**src/rtl/traffic_pkg.sv**
```systemverilog
// rtl/traffic_pkg.sv - shared light encoding and phase state codes for the intersection scheduler
package traffic_pkg;

  localparam logic [1:0] LT_GREEN  = 2'b00;
  localparam logic [1:0] LT_YELLOW = 2'b01;
  localparam logic [1:0] LT_RED    = 2'b10;

  typedef enum logic [2:0] {
    A_GRN = 3'd0,
    A_YEL = 3'd1,
    A_CLR = 3'd2,
    B_GRN = 3'd3,
    B_YEL = 3'd4,
    B_CLR = 3'd5,
    WALK  = 3'd6
  } phase_e;

endpackage

```
**src/rtl/phase_timer.sv**
```systemverilog
// rtl/phase_timer.sv - saturating elapsed-tick counter with synchronous clear
module phase_timer #(
  parameter int CNT_W = 8
) (
  input  logic             clk,
  input  logic             rst_n,
  input  logic             clear,
  input  logic             tick,
  output logic [CNT_W-1:0] count
);

  // Clear has priority over counting so a new phase always starts at zero.
  always_ff @(posedge clk) begin
    if (!rst_n) begin
      count <= '0;
    end else if (clear) begin
      count <= '0;
    end else if (tick && (count != {CNT_W{1'b1}})) begin
      count <= count + 1'b1;
    end
  end

endmodule

```
**src/rtl/traffic_phase_scheduler.sv**
```systemverilog
// rtl/traffic_phase_scheduler.sv - two-road phase scheduler with preemption; optional PED_WALK_EN pedestrian phase
module traffic_phase_scheduler
  import traffic_pkg::*;
#(
  parameter int CNT_W     = 8,
  parameter int MIN_GREEN = 8,
  parameter int MAX_GREEN = 32,
  parameter int YELLOW_T  = 3,
  parameter int ALL_RED_T = 1,
  parameter int WALK_T    = 6
) (
  input  logic       clk,
  input  logic       rst_n,
  input  logic       tick,
  input  logic       TA,
  input  logic       TB,
  input  logic       preempt_req,
  input  logic       preempt_dir,
  input  logic       ped_req,
  output logic [1:0] LA,
  output logic [1:0] LB,
  output logic       preempt_ack,
  output logic       walk,
  output logic [2:0] phase
);

  localparam logic [CNT_W-1:0] MIN_M1 = CNT_W'(MIN_GREEN - 1);
  localparam logic [CNT_W-1:0] MAX_M1 = CNT_W'(MAX_GREEN - 1);
  localparam logic [CNT_W-1:0] YEL_M1 = CNT_W'(YELLOW_T - 1);
  localparam logic [CNT_W-1:0] CLR_M1 = CNT_W'(ALL_RED_T - 1);

  phase_e           state;
  phase_e           state_next;
  phase_e           req_green;
  logic [CNT_W-1:0] elapsed;
  logic             ped_latch;

  assign req_green = preempt_dir ? B_GRN : A_GRN;

  phase_timer #(.CNT_W(CNT_W)) u_timer (
    .clk   (clk),
    .rst_n (rst_n),
    .clear (state_next != state),
    .tick  (tick),
    .count (elapsed)
  );

`ifdef PED_WALK_EN
  localparam logic [CNT_W-1:0] WALK_M1 = CNT_W'(WALK_T - 1);

  // Sticky pedestrian request; consumed when the WALK phase is entered.
  always_ff @(posedge clk) begin
    if (!rst_n) begin
      ped_latch <= 1'b0;
    end else if ((state_next == WALK) && (state != WALK)) begin
      ped_latch <= 1'b0;
    end else if (ped_req) begin
      ped_latch <= 1'b1;
    end
  end
`else
  logic ped_unused;
  assign ped_latch  = 1'b0;
  assign ped_unused = ped_req ^ (WALK_T == 0);
`endif

  // State register.
  always_ff @(posedge clk) begin
    if (!rst_n) begin
      state <= A_GRN;
    end else begin
      state <= state_next;
    end
  end

  // Next-state: preemption acts every cycle, timed exits only on tick.
  always_comb begin
    state_next = state;
    case (state)
      A_GRN: begin
        if (preempt_req) begin
          if (preempt_dir) state_next = A_YEL;
        end else if (tick && TB && (((elapsed >= MIN_M1) && !TA) || (elapsed >= MAX_M1))) begin
          state_next = A_YEL;
        end
      end
      A_YEL: begin
        if (tick && (elapsed == YEL_M1)) state_next = A_CLR;
      end
      A_CLR: begin
        if (tick && (elapsed == CLR_M1)) state_next = preempt_req ? req_green : B_GRN;
      end
      B_GRN: begin
        if (preempt_req) begin
          if (!preempt_dir) state_next = B_YEL;
        end else if (tick && TA && (((elapsed >= MIN_M1) && !TB) || (elapsed >= MAX_M1))) begin
          state_next = B_YEL;
        end
      end
      B_YEL: begin
        if (tick && (elapsed == YEL_M1)) state_next = B_CLR;
      end
      B_CLR: begin
        if (tick && (elapsed == CLR_M1)) begin
          if (preempt_req) state_next = req_green;
          else if (ped_latch) state_next = WALK;
          else state_next = A_GRN;
        end
      end
`ifdef PED_WALK_EN
      WALK: begin
        if (preempt_req) state_next = req_green;
        else if (tick && (elapsed == WALK_M1)) state_next = A_GRN;
      end
`endif
      default: state_next = A_GRN;
    endcase
  end

  // Output decode straight from the registered state.
  always_comb begin
    LA          = LT_RED;
    LB          = LT_RED;
    walk        = 1'b0;
    phase       = state;
    preempt_ack = preempt_req && (preempt_dir ? (state == B_GRN) : (state == A_GRN));
    case (state)
      A_GRN: LA = LT_GREEN;
      A_YEL: LA = LT_YELLOW;
      B_GRN: LB = LT_GREEN;
      B_YEL: LB = LT_YELLOW;
`ifdef PED_WALK_EN
      WALK:  walk = 1'b1;
`endif
      default: begin
        LA = LT_RED;
        LB = LT_RED;
      end
    endcase
  end

endmodule

```
**config.mk**
```make
export PLATFORM = sky130hd
export DESIGN_NAME = traffic_phase_scheduler
export DESIGN_NICKNAME = d
export VERILOG_FILES = /design/src/rtl/traffic_pkg.sv /design/src/rtl/phase_timer.sv /design/src/rtl/traffic_phase_scheduler.sv
export SDC_FILE = /design/constraint.sdc
export NUM_CORES = 1
export LEC_CHECK = 0
export BUFFER_PORTS_ARGS = -buffer_cell sky130_fd_sc_hd__buf_2
export CAP_MARGIN = 25
export CORE_AREA = 2 2 51 53
export CTS_CLUSTER_SIZE = 20
export DETAILED_ROUTE_END_ITERATION = 16
export DIE_AREA = 0 0 53 55
export SLEW_MARGIN = 20
export SYNTH_ARGS = -nofsm -noshare
export SYNTH_HDL_FRONTEND = slang
export SYNTH_HIERARCHICAL = 1
export SYNTH_SLANG_ARGS = --single-unit
export TNS_END_PERCENT = 100
```
**constraint.sdc**
```tcl
create_clock -name clk -period 3.5 [get_ports clk]
set_input_delay 0.175 -clock clk [delete_from_list [all_inputs] [get_ports clk]]
set_output_delay 0.175 -clock clk [all_outputs]
set_load 0.1 [all_outputs]
```
# Word level (Yosys, flattened, before mapping)
# Cells that the tools add are included.
# Widths: inputs -> output; s select.
dict set report word_totals {
  output_inout_bits 9
  ramBits 0
  memories 0
  mem_bits_ro 0
  input_bits 8
  word_cells 48
  latch_bits 0
  regBits 11
}
dict set report classes {
  mul 0
  div 0
  shifts 0
  bitwise_logic 1
  mux 17
  order_cmp 2
  n_reduce_logical 17
  n_addsub 1
  n_eq_ne 8
}
# cell count
set op_table {}
lappend op_table {{$mux 3} 10}
lappend op_table {{$pmux 3 s6} 1}
lappend op_table {{$logic_and 1x1->1} 10}
lappend op_table {{$add 8x1->8 const B} 1}
lappend op_table {{$eq 8x2->1 const B} 1}
lappend op_table {{$ge 8x3->1 const B} 1}
lappend op_table {{$ge 8x5->1 const B} 1}
lappend op_table {{$logic_not 8->1} 1}
lappend op_table {{$ne 8x8->1 const B} 1}
lappend op_table {{$pmux 2 s2} 2}
lappend op_table {{$eq 3x2->1 const B} 2}
lappend op_table {{$eq 3x3->1 const B} 2}
lappend op_table {{$mux 2} 3}
lappend op_table {{$eq 3x1->1 const B} 1}
lappend op_table {{$logic_not 3->1} 1}
lappend op_table {{$ne 3x3->1} 1}
lappend op_table {{$logic_not 1->1} 2}
lappend op_table {{$logic_or 1x1->1} 2}
lappend op_table {{$reduce_or 2->1} 1}
lappend op_table {{$mux 1} 1}
lappend op_table {{$not 1->1} 1}

# Longest topological paths before layout
dict set report logic_depth {
  ltp_word 9
  mapped_depth 9
}

# By module
# The synthesis kept the hierarchy.
# module seq_area_each_um2 area_per_inst_um2 instances cells_each
set by_module_without_submodules {}
lappend by_module_without_submodules {traffic_phase_scheduler 60.1 491.7 1 72}
lappend by_module_without_submodules {phase_timer 160.2 421.7 1 46}

# Worst setup path after synthesis
# OpenSTA, ideal clock, no wires.
dict set report synth_path {
  kind {register to output}
  start {register state[1] (netlist: phase[1])}
  end {output preempt_ack}
  setup_slack_ps -301
  arrival_ps 3626
  required_ps 3325
  stages_incl_launch_ff 4
  path_buffers 1
  cell_sequence {dfxtp_1 > clkbuf_1 > nand3_1 > a211oi_1}
}
dict set report synth_between {
  elab_chain_len 3
  elab_cells_between_ends 4
}
# item line
set synth_lines {}
lappend synth_lines {{start: declaration} traffic_phase_scheduler.sv:32} ;# phase_e state;
lappend synth_lines {{start signal: assignment} traffic_phase_scheduler.sv:72} ;# state <= state_next;
lappend synth_lines {{$eq 3x2->1 or $logic_not 3->1 (tied branches)} traffic_phase_scheduler.sv:126} ;# preempt_ack = preempt_req && (preempt_dir ? (state == B_GRN) : (state == A_GRN));
lappend synth_lines {{$mux 1 (*)} traffic_phase_scheduler.sv:126}
lappend synth_lines {{$logic_and 1x1->1 (*)} traffic_phase_scheduler.sv:126}
lappend synth_lines {{end: declaration} traffic_phase_scheduler.sv:22} ;# output logic preempt_ack,
# Every way passes the cells marked *; elsewhere a longest branch is shown, timed or not.

# Worst setup path in the final report
dict set report layout_path {
  start {register u_timer.count[5]}
  end {register u_timer.count[4]}
}
dict set report layout_between {
  elab_chain_len 9
  elab_cells_between_ends 25
}
# item line
set layout_lines {}
lappend layout_lines {{start: declaration} phase_timer.sv:9} ;# output logic [CNT_W-1:0] count
lappend layout_lines {{start signal: assignment} phase_timer.sv:19} ;# count <= count + 1'b1;
lappend layout_lines {{$ge 8x3->1} {traffic_phase_scheduler.sv:83, traffic_phase_scheduler.sv:96}}
lappend layout_lines {{$logic_and 1x1->1 (on tied branches)} {traffic_phase_scheduler.sv:96, traffic_phase_scheduler.sv:83}}
lappend layout_lines {{$logic_or 1x1->1 (on tied branches)} {traffic_phase_scheduler.sv:96, traffic_phase_scheduler.sv:83}}
lappend layout_lines {{$logic_and 1x1->1 (on tied branches)} {traffic_phase_scheduler.sv:96, traffic_phase_scheduler.sv:83}}
lappend layout_lines {{$mux 3 (on tied branches)} {traffic_phase_scheduler.sv:96, traffic_phase_scheduler.sv:83}}
lappend layout_lines {{$mux 3 (on tied branches)} {traffic_phase_scheduler.sv:94, traffic_phase_scheduler.sv:81}}
lappend layout_lines {{$pmux 3 s6} traffic_phase_scheduler.sv:79} ;# case (state)
lappend layout_lines {{$ne 3x3->1} traffic_phase_scheduler.sv:43} ;# .clear (state_next != state),
lappend layout_lines {{$reduce_or 2->1 (no source line)} --}
# Parallel ways exist; a longest one is shown, timed or not.
# A chain may end at the register's enable or synchronous reset.

==> flow_metrics.tcl <==
set metrics [dict create \
    slew_headroom 0.652 \
    ctsResizeCount 0 \
    routed-via-count 928 \
    numCtsBuffers 3 \
    io_buffers 14 \
    synth_edf_count 0 \
    r2r_slack_ns 1.11 \
    seqPwrFrac 0.441 \
    diodes 0 \
    busiest_layer "met2" \
    ios 17 \
    run_status "finished, final reports clean" \
    avgViaCountPerCell 5.73 \
    clock_latency_ns 0.27 \
    grt_max_degree 17 \
    wire_per_inst_um 13.0 \
    use_met1 0.189 \
    syn_to_final_growth_pct 13.2 \
    wl_mm 2.11 \
    worstPathMaxFanout 8 \
    core_um2 2360 \
    synthDistinctLibCells 43 \
    slew_violations 0 \
    regArea_um2 220 \
    pwr-share-clk 0.264 \
    maxCapViolCount 0 \
    critPathKind "register to register" \
    worstPathArrival_ns 2.59 \
    synth-seq-cells 11 \
    dp_hpwl_mm 1.63 \
    place.gp.congestion 0.770 \
    pre_cts_slack_ns 1.10 \
    synth_area_um2 913 \
    clockBufferDepth 2 \
    synth_area_leader_cell "dfxtp_1" \
    p_leak_nw 0.411 \
    post_cts_buffers 0 \
    rows 18 \
    drtPass1Iterations 5 \
    intPower_mw 0.204 \
    crit_path_end_kind "register" \
    antenna_left 0 \
    final_cell_mix "nand2_1, buf_2, dfxtp_1" \
    p_switching_mw 0.123 \
    period_share 0.684 \
    worst_slack_ns 1.11 \
    multi_input_area_um2 664 \
    first_global_vias 823 \
    synth_area_leaders "dfxtp_1, nand2_1, a21oi_1" \
    overflow 0 \
    cts_root_buf "clkbuf_4" \
    crit_path_start_kind "register" \
    tightest_slew_ns 0.520 \
    setup_viol 0 \
    yosys_warnings 6 \
    cts_max_level 1 \
    fin_skew_ns 0.00897 \
    cts_tree "yes" \
    use_met3 0.0323 \
    hold_viol 0 \
    cts_hold_buf 0 \
    period_needed_ns 2.39 \
    syn_inst 118 \
    cp.required_ns 3.70 \
    p_sw_frac 0.376 \
    num-nets-final 142 \
    syn_nets 127 \
    fin_tns_setup_ns 0 \
    grt_pass1_wl_mm 3.53 \
    die_x_um 53 \
    rsz0062_at_grt "no" \
    fillers 258 \
    synthArstFlopShare 0 \
    min_path_type "input port to register" \
    power_frac_comb 0.295 \
    die_h_um 55 \
    synth_ff_type "dfxtp_1" \
    ys_seq_area_frac 0.241 \
    max_freq_ghz 0.418 \
    yosysTopAreaCellShare 0.241 \
    p_per_area_nw_per_um2 316 \
    syn_area_per_cell_um2 7.74 \
    dieArea_um2 2920 \
    drt_iter0_markers 16 \
    grt_util_met2 0.304 \
    layout-drive-gt1-share 0.212 \
    clkSinkCount 11 \
    clk_pin_slew_worst_paths_ns 0.07 \
    track_usage 0.163 \
    initial_core_util 0.386 \
    antenna_found_initial 0 \
    ir_worst_vdd_mv 0.230 \
    drt_drc_violations_left 0 \
]
## critical path, stage by stage, from the launching register on
cell	delay [ns]
dfxtp_1	0.39
nor3_1	0.35
nand2_1	0.09
o311ai_1	0.40
o211a_1	0.23
o211ai_2	0.10
nor2b_1	0.44
o21ai_0	0.18
a21oi_1	0.14
## final cells by class
cell class,instances,share of cell area
tap,30,0.0363
multi-input combinational,99,0.643
sequential,11,0.213
clock buffer,4,0.0254
timing repair buffer,14,0.0678
inverter,4,0.0145
## logic make-up (layout without fill, tap and decap cells)
kind of cell / count (synthesis) / after routing / share of synthesized area
simple gates: 59 / 59 / 0.400
buf+inv: 8 / 22 / 0.0370
fa+ha+maj: 1 / 1 / 0.0137
compound gates: 34 / 34 / 0.259
other cells: 1 / 1 / 0.00411
mux: 4 / 4 / 0.0452
flops: 11 / 11 / 0.241
## per-layer routing
| layer | routed length (µm) | vias up |
|---|---|---|
| met4 | 0 | 0 |
| met5 | 0 | - |
| met3 | 90 | 0 |
| met2 | 1050 | 18 |
| li1 | - | 476 |
| met1 | 966 | 434 |
## final timing paths
check,from,end,cells past startpoint
hold reg to reg,u_timer/count[5],u_timer/count[5],2
setup reg to reg,u_timer/count[5],u_timer/count[4],8
setup / recovery,u_timer/count[5],u_timer/count[4],8
hold / removal,rst_n,phase[1],3
## power by group through the flow
stage	clock, mW	combinational, mW	sequential (mW)
floorplan	0	0.0714	0.151
global placement	0	0.0951	0.147
detailed placement	0	0.0965	0.147
CTS	0.0892	0.0968	0.144
global route	0.0985	0.105	0.145
finish	0.0863	0.0964	0.144
## cell usage after synthesis, drive strengths merged, types with 2 or more instances
cell type / instances
inv: 4
nand3: 4
nor2b: 7
a211oi: 3
nor2: 7
o211ai: 2
dfxtp: 11
a31oi: 6
nand2b: 4
o21ai: 4
and4: 5
nand4: 5
nor3: 3
a21oi: 10
nand2: 15
mux2i: 3
a311oi: 2
clkbuf: 3
## state kept, by name (all words and copies together), names as in the netlist
name	cells
phase	3
u_timer/count	8
## per-stage QoR
stage	hold slack, ns	cells	instance area (µm²)	total power [mW]	util
finish	0.165	162	1030	0.327	0.437
global route	0.168	162	1030	0.348	0.437
CTS	0.158	162	1030	0.330	0.437
detailed placement	0.440	158	1010	0.243	0.426
global placement	0.435	158	1010	0.242	0.426
floorplan	0.291	118	918	0.222	-
No activity file was read; power rests on OpenSTA's default activity.
